===== config.mk =====
export PLATFORM = sky130hd
export DESIGN_NAME = dmem_bridge
export DESIGN_NICKNAME = d
export VERILOG_FILES = /design/src/rtl/dmem_bridge.sv
export SDC_FILE = /design/constraint.sdc
export NUM_CORES = 1
export LEC_CHECK = 0
export CAP_MARGIN = 25
export CORE_UTILIZATION = 45
export CTS_CLUSTER_SIZE = 30
export DETAILED_ROUTE_END_ITERATION = 16
export PLACE_DENSITY = 0.84
export SLEW_MARGIN = 20
export SYNTH_ARGS = -nofsm -noshare
export SYNTH_HDL_FRONTEND = slang
export SYNTH_SLANG_ARGS = --single-unit

===== constraint.sdc =====
create_clock -name clk -period 5.9 [get_ports clk]
set_clock_uncertainty 0.15 [all_clocks]
set_input_delay 0.59 -clock clk [delete_from_list [all_inputs] [get_ports clk]]
set_output_delay 0.59 -clock clk [all_outputs]
set_load 0.01 [all_outputs]

===== src/rtl/dmem_bridge.sv =====
// rtl/dmem_bridge.sv - MEM-stage data-memory bridge onto a valid/ready request bus with response channel and watchdog
module dmem_bridge #(
    parameter int TIMEOUT = 255,
    parameter int TCW     = 8
) (
    input  logic        clk,
    input  logic        reset,
    input  logic        MemReadM,
    input  logic        MemWriteM,
    input  logic [31:0] ALUResultM,
    input  logic [31:0] WriteDataM,
    input  logic [3:0]  byteEnable,
    output logic [31:0] RD_data,
    output logic        StallM,
    output logic        bus_err,
    output logic        req_valid,
    input  logic        req_ready,
    output logic        req_we,
    output logic [31:0] req_addr,
    output logic [31:0] req_wdata,
    output logic [3:0]  req_be,
    input  logic        rsp_valid,
    input  logic [31:0] rsp_rdata
);

    typedef enum logic [1:0] {
        S_IDLE,
        S_REQ,
        S_WAIT,
        S_DONE
    } state_t;

    // Abort fires in the TIMEOUT-th cycle spent in REQ+WAIT, so DONE lands
    // exactly TIMEOUT cycles after entering REQ.
    localparam logic [TCW-1:0] LIMIT = TCW'((TIMEOUT > 0) ? TIMEOUT - 1 : 0);

    state_t         state;
    state_t         state_nxt;
    logic [TCW-1:0] tmo_cnt;
    logic           acc;
    logic           is_write;
    logic           tmo_hit;
    logic           abort;

    // A store with no enabled lanes is not an access at all.
    assign is_write = MemWriteM & (|byteEnable);
    assign acc      = MemReadM | is_write;

    // Comparison is >= so a handshake that wins the race at the limit cannot
    // leave the counter past LIMIT with no way to abort later.
    assign tmo_hit  = (tmo_cnt >= LIMIT);

    // Pipeline is released only in DONE; the next IDLE sees a new instruction.
    assign StallM   = acc & (state != S_DONE);

    // Next-state decode; a normal handshake takes priority over the watchdog.
    always_comb begin
        state_nxt = state;
        abort     = 1'b0;
        case (state)
            S_IDLE: begin
                if (acc) begin
                    state_nxt = S_REQ;
                end
            end
            S_REQ: begin
                if (req_ready) begin
                    state_nxt = S_WAIT;
                end else if (tmo_hit) begin
                    state_nxt = S_DONE;
                    abort     = 1'b1;
                end
            end
            S_WAIT: begin
                if (rsp_valid) begin
                    state_nxt = S_DONE;
                end else if (tmo_hit) begin
                    state_nxt = S_DONE;
                    abort     = 1'b1;
                end
            end
            S_DONE: begin
                state_nxt = S_IDLE;
            end
            default: begin
                state_nxt = S_IDLE;
            end
        endcase
    end

    // State register.
    always_ff @(posedge clk or negedge reset) begin
        if (!reset) begin
            state <= S_IDLE;
        end else begin
            state <= state_nxt;
        end
    end

    // Watchdog counter: cleared on launch, saturating count through REQ and WAIT.
    always_ff @(posedge clk or negedge reset) begin
        if (!reset) begin
            tmo_cnt <= '0;
        end else if (state == S_IDLE) begin
            if (acc) begin
                tmo_cnt <= '0;
            end
        end else if (state == S_REQ || state == S_WAIT) begin
            if (tmo_cnt != {TCW{1'b1}}) begin
                tmo_cnt <= tmo_cnt + TCW'(1);
            end
        end
    end

    // Request fields are latched once at launch and held until the next launch.
    always_ff @(posedge clk or negedge reset) begin
        if (!reset) begin
            req_valid <= 1'b0;
            req_we    <= 1'b0;
            req_addr  <= '0;
            req_wdata <= '0;
            req_be    <= '0;
        end else begin
            req_valid <= (state_nxt == S_REQ);
            if (state == S_IDLE && acc) begin
                req_we    <= is_write;
                req_addr  <= {ALUResultM[31:2], 2'b00};
                req_wdata <= WriteDataM << {ALUResultM[1:0], 3'b000};
                req_be    <= is_write ? byteEnable : 4'b1111;
            end
        end
    end

    // Read capture and abort reporting; write acknowledges leave RD_data alone.
    always_ff @(posedge clk or negedge reset) begin
        if (!reset) begin
            RD_data <= '0;
            bus_err <= 1'b0;
        end else begin
            bus_err <= abort;
            if (abort) begin
                RD_data <= '0;
            end else if (state == S_WAIT && rsp_valid && !req_we) begin
                RD_data <= rsp_rdata;
            end
        end
    end

endmodule


Yosys cells after proc, flatten, opt, wreduce, memory -nomap -nowiden
Cells that the tools add are included.

Bits of input ports: 106. Flip-flop bits (word level): 111. Output and inout port bits: 104. Word-level logic and storage cells: 49.

Shift operators: 1. Add/sub/neg operators: 1. Equality and inequality tests: 7. Multiplexer cells: 16. Magnitude comparators: 1. Reductions and logical operators: 11. Bitwise gates (word level): 3.

Operator list (number): $mux W32 (2); $mux W8 (4); $shl A32 B5 Y32 (1); $add A8 B1 Y8 const B (1); $ge A8 B8 Y1 const B (1); $mux W2 (4); $ne A8 B8 Y1 const B (1); $pmux W2 S4 (1); $reduce_bool A2 Y1 (3); $eq A2 B1 Y1 const B (2); $eq A2 B2 Y1 const B (2); $mux W4 (1); $ne A2 B2 Y1 const B (2); $reduce_or A4 Y1 (1); $logic_and A1 B1 Y1 (3); $mux W1 (3); $reduce_and A3 Y1 (1); $and A1 B1 Y1 (2); $logic_not A2 Y1 (1); $pmux W1 S2 (1); $logic_not A1 Y1 (1); $logic_or A1 B1 Y1 (1); $or A1 B1 Y1 (1).

Longest topological paths before layout
Depth after elaboration: 6. Mapped depth: 8. Depth with buffers taken out: 6.

Worst setup path before layout
OpenSTA, ideal clock, no wires.

Kind: input-to-reg. From: input byteEnable[0]. To: register req_addr[30]. Slack: 3.789 ns. Arrival time: 1.836 ns. Required time: 5.625 ns. Stages on the path: 4. Cell sequence: o41a_1 -> o21ai_2 -> buf_2 -> mux2_2.

Cells in the longest elaborated chain, start to end: 4.

Ends and longest elaborated chain: start: declaration (RTL line 12) `input logic [3:0] byteEnable,`; $reduce_or A4 Y1 (RTL line 46) `assign is_write = MemWriteM & (|byteEnable);`; $and A1 B1 Y1 (RTL line 46); $or A1 B1 Y1 (RTL line 47) `assign acc = MemReadM | is_write;`; $logic_and A1 B1 Y1 (RTL line 125) `if (state == S_IDLE && acc) begin`; end signal: assignment (RTL line 127) `req_addr <= {ALUResultM[31:2], 2'b00};`; end: declaration (RTL line 19) `output logic [31:0] req_addr,`.

Every way passes these cells. A chain may end at the register's enable or synchronous reset.

Worst setup path after layout
From: input byteEnable[1]. To: output StallM.

Cells in the longest elaborated chain, start to end: 4.

Ends and longest elaborated chain: $reduce_or A4 Y1 (RTL line 46); $and A1 B1 Y1 (RTL line 46); $or A1 B1 Y1 (RTL line 47); $and A1 B1 Y1 (RTL line 54) `assign StallM = acc & (state != S_DONE);`; end: declaration (RTL line 14) `output logic StallM,`.

Every way passes these cells.

==> run_results.csv <==
group,metric,value,unit
run_status,status,"finished, final reports clean",
clocking,cts_hold_buf,0,
finish,fillers,788,
synth,synth_flop_cell,"dfrtp_1",
finish,synthToLayoutAreaGrowth,47.7,%
clocking,post_cts_resized,0,
placed_design,pre_cts_slack,2.31,ns
finish,drive_gt1_frac,0.0969,
detailed_routing,dr_total_vias,4267,
finish,final_common_cell,"clkdlybuf4s50_1",
sta,finalSetupViolCount,0,
sta,setup_tns,0,ns
detailed_routing,drt_iter0_drc,182,
power_and_ir_drop,p_sw_frac,0.350,
placed_design,dp_hpwl,9.79,mm
floorplanning,coreArea,10500,um2
sta,worst_slew_pin_slew,0.966,ns
power_and_ir_drop,ir_drop,250,uV
sta,hold_viol,0,
detailed_routing,via_per_inst,5.29,
power_and_ir_drop,power.internal,2200,uW
critical_path,crit_family,"buffers and inverters",
critical_path,cp-end-kind,"output pin",
clocking,cts_max_level,3,
critical_path,crit_buf_inv,2,
sta,finalWorstSetupSlack,2.88,ns
floorplanning,die_h,107,um
critical_path,cp_slowest_cell,"o41a_1",
critical_path,arrival,2.28,ns
floorplanning,dieArea,11400,um2
synth,ys_ff_latch,111,
clocking,cts_root_buf,"clkbuf_8",
placed_design,place_area,7090,um2
detailed_routing,wl,13.4,mm
power_and_ir_drop,power_density,463,nW/um2
critical_path,cp.required,5.16,ns
critical_path,cp-start-kind,"input pin",
power_and_ir_drop,cellLeakagePower,0.00306,uW
finish,fin_area,7310,um2
critical_path,cp_max_fo,5,
detailed_routing,drt_pass1_iterations,4,
synth,yosys_warnings,0,
critical_path,path_class,"in -> out",
critical_path,rrSetupSlack,3.44,ns
clocking,cts_tree,"yes",
global_routing,grt_pass1_wl,21.1,mm
clocking,numCtsBuffers,9,
sta,rsz0062_at_grt,"false",
synth,synth_cells,475,
finish,final_cell_mix,"clkdlybuf4s50_1, dfrtp_1, nand2_1, a21oi_1, mux2_2",
synth,async_flop_share,1.00,
synth,avgSynthCellArea,10.4,um2
global_routing,first_global_vias,4240,
critical_path,cp_cell_sequence,"clkdlybuf4s50_1 -> o41a_1 -> nor2_1 -> nor2_1 -> clkdlybuf4s50_1",
clocking,clk_latency,0.36,ns
global_routing,antenna_found_initial,0,
finish,nNetsFinal,778,
finish,antenna_cells,0,
global_routing,track_usage,0.237,
detailed_routing,antenna_left,0,
power_and_ir_drop,p_comb_frac,0.484,
sta,max-slew-margin-rel,0.355,
placed_design,gp_congestion,0.844,
sta,slew_viol_final,0,
hold_path,hp-class,"in -> async",
sta,min_period,3.02,ns
synth,syn-cell-area,4950,um2
global_routing,grt_max_degree,62,
sta,fin_crit_sh,0.512,
floorplanning,ioPinCount,210,
floorplanning,die_x,107,um
global_routing,grt-ovfl-total,0,
placed_design,port_buffers,207,
synth,synth_edf_count,0,
critical_path,critPathMaxStageDelay,0.52,ns
floorplanning,fp-row-count,37,
run,cap_violations,0,
power_and_ir_drop,seqPwrFrac,0.381,
placed_design,placed_cells,790,
synth,synth_cell_types,35,
detailed_routing,drc,0,
floorplanning,start_util,0.471,
power_and_ir_drop,clockPowerShare,0.134,
clocking,cts_buffer_depth,2,
detailed_routing,routedWlPerCell,16.6,um
power_and_ir_drop,switchingPower,1180,uW
clocking,cts.sinks,111,
sta,fmax,0.331,GHz
clocking,post_cts_buffers,0,
clocking,clkSlewWorstSetupHoldPaths,0.12,ns
finish,fin_util,0.696,
finish,fin_cells,807,
synth,ys_seq_area_frac,0.561,
-- metrics by stage --
| step | hold WS, ns | power [uW] |
|---|---|---|
| after floorplan | 0.144 | 2040 |
| after global placement | 0.312 | 2850 |
| after detailed placement | 0.323 | 2930 |
| after CTS | 0.0912 | 3390 |
| after global routing | 0.107 | 3600 |
| final | 0.0737 | 3380 |
-- power groups by stage --
stage | Clock, uW | Sequential, uW | Combinational [uW]
floorplan | 0 | 1430 | 616
global placement | 0 | 1280 | 1570
detailed placement | 0 | 1310 | 1630
CTS | 466 | 1290 | 1630
global route | 498 | 1330 | 1770
finish | 455 | 1290 | 1640
-- cells by family after synthesis --
group / synth area share
buf+inv: 0.0354
mux: 0.125
simple gates: 0.131
other cells: 0.000757
flops: 0.561
fa+ha+maj: 0.0152
compound gates: 0.132
-- cell usage after synthesis (2+ instances only) --
library cell / n / area, um2
nand3_1: 3 / 15.0
inv_1: 5 / 18.8
nor2_1: 15 / 56.3
o21ai_0: 24 / 120
nand2b_1: 4 / 25.0
nor4_1: 2 / 12.5
clkbuf_1: 20 / 75.1
nor2b_1: 11 / 68.8
o211ai_1: 2 / 15.0
dfrtp_1: 111 / 2780
a211oi_1: 8 / 60.1
mux2_2: 38 / 428
buf_2: 5 / 25.0
a21oi_1: 50 / 250
nand2_1: 107 / 402
mux2i_1: 19 / 190
o31ai_1: 13 / 97.6
a21boi_1: 2 / 15.0
buf_4: 7 / 52.6
and3_1: 2 / 12.5
ha_1: 6 / 75.1
and2_1: 2 / 12.5
o22a_1: 5 / 43.8
or4_1: 3 / 22.5
-- path summary, 6_finish.rpt --
path / startpoint / end / cells after the start
max: byteEnable[1] / StallM / 5
min reg2reg: req_wdata[21]$_DFFE_PN0P_ / req_wdata[21]$_DFFE_PN0P_ / 2
min in group clk: req_wdata[21]$_DFFE_PN0P_ / req_wdata[21]$_DFFE_PN0P_ / 2
max in group asynchronous: reset / RD_data[3]$_DFFE_PN0P_ / 2
max reg2reg: state[1]$_DFF_PN0_ / req_wdata[31]$_DFFE_PN0P_ / 4
min: reset / RD_data[18]$_DFFE_PN0P_ / 1
-- per-layer routing --
layer | GRT usage | wire length, um | up-vias
met2 | 0.425 | 6900 | 165
met1 | 0.283 | 5480 | 2064
li1 | - | - | 2019
met5 | 0 | 0 | -
met4 | 0.0607 | 182 | 0
met3 | 0.0578 | 841 | 19
-- sequential cells by signal (all words and copies together) (netlist names) --
name / flops
req_valid: 1
tmo_cnt: 8
req_we: 1
state: 2
req_addr: 30
RD_data: 32
req_be: 4
bus_err: 1
req_wdata: 32
-- final cells by class --
class                           instances  area, um2  share of cell area
Sequential cell                       111       2780               0.380
Clock buffer                           10        138              0.0188
Clock inverter                          6       57.6             0.00787
Inverter                                5       18.8             0.00257
Timing Repair Buffer                  212       2130               0.291
Multi-Input combinational cell        327       2020               0.277
Tap cell                              136        170              0.0233
Power figures use the tool's default switching activity.
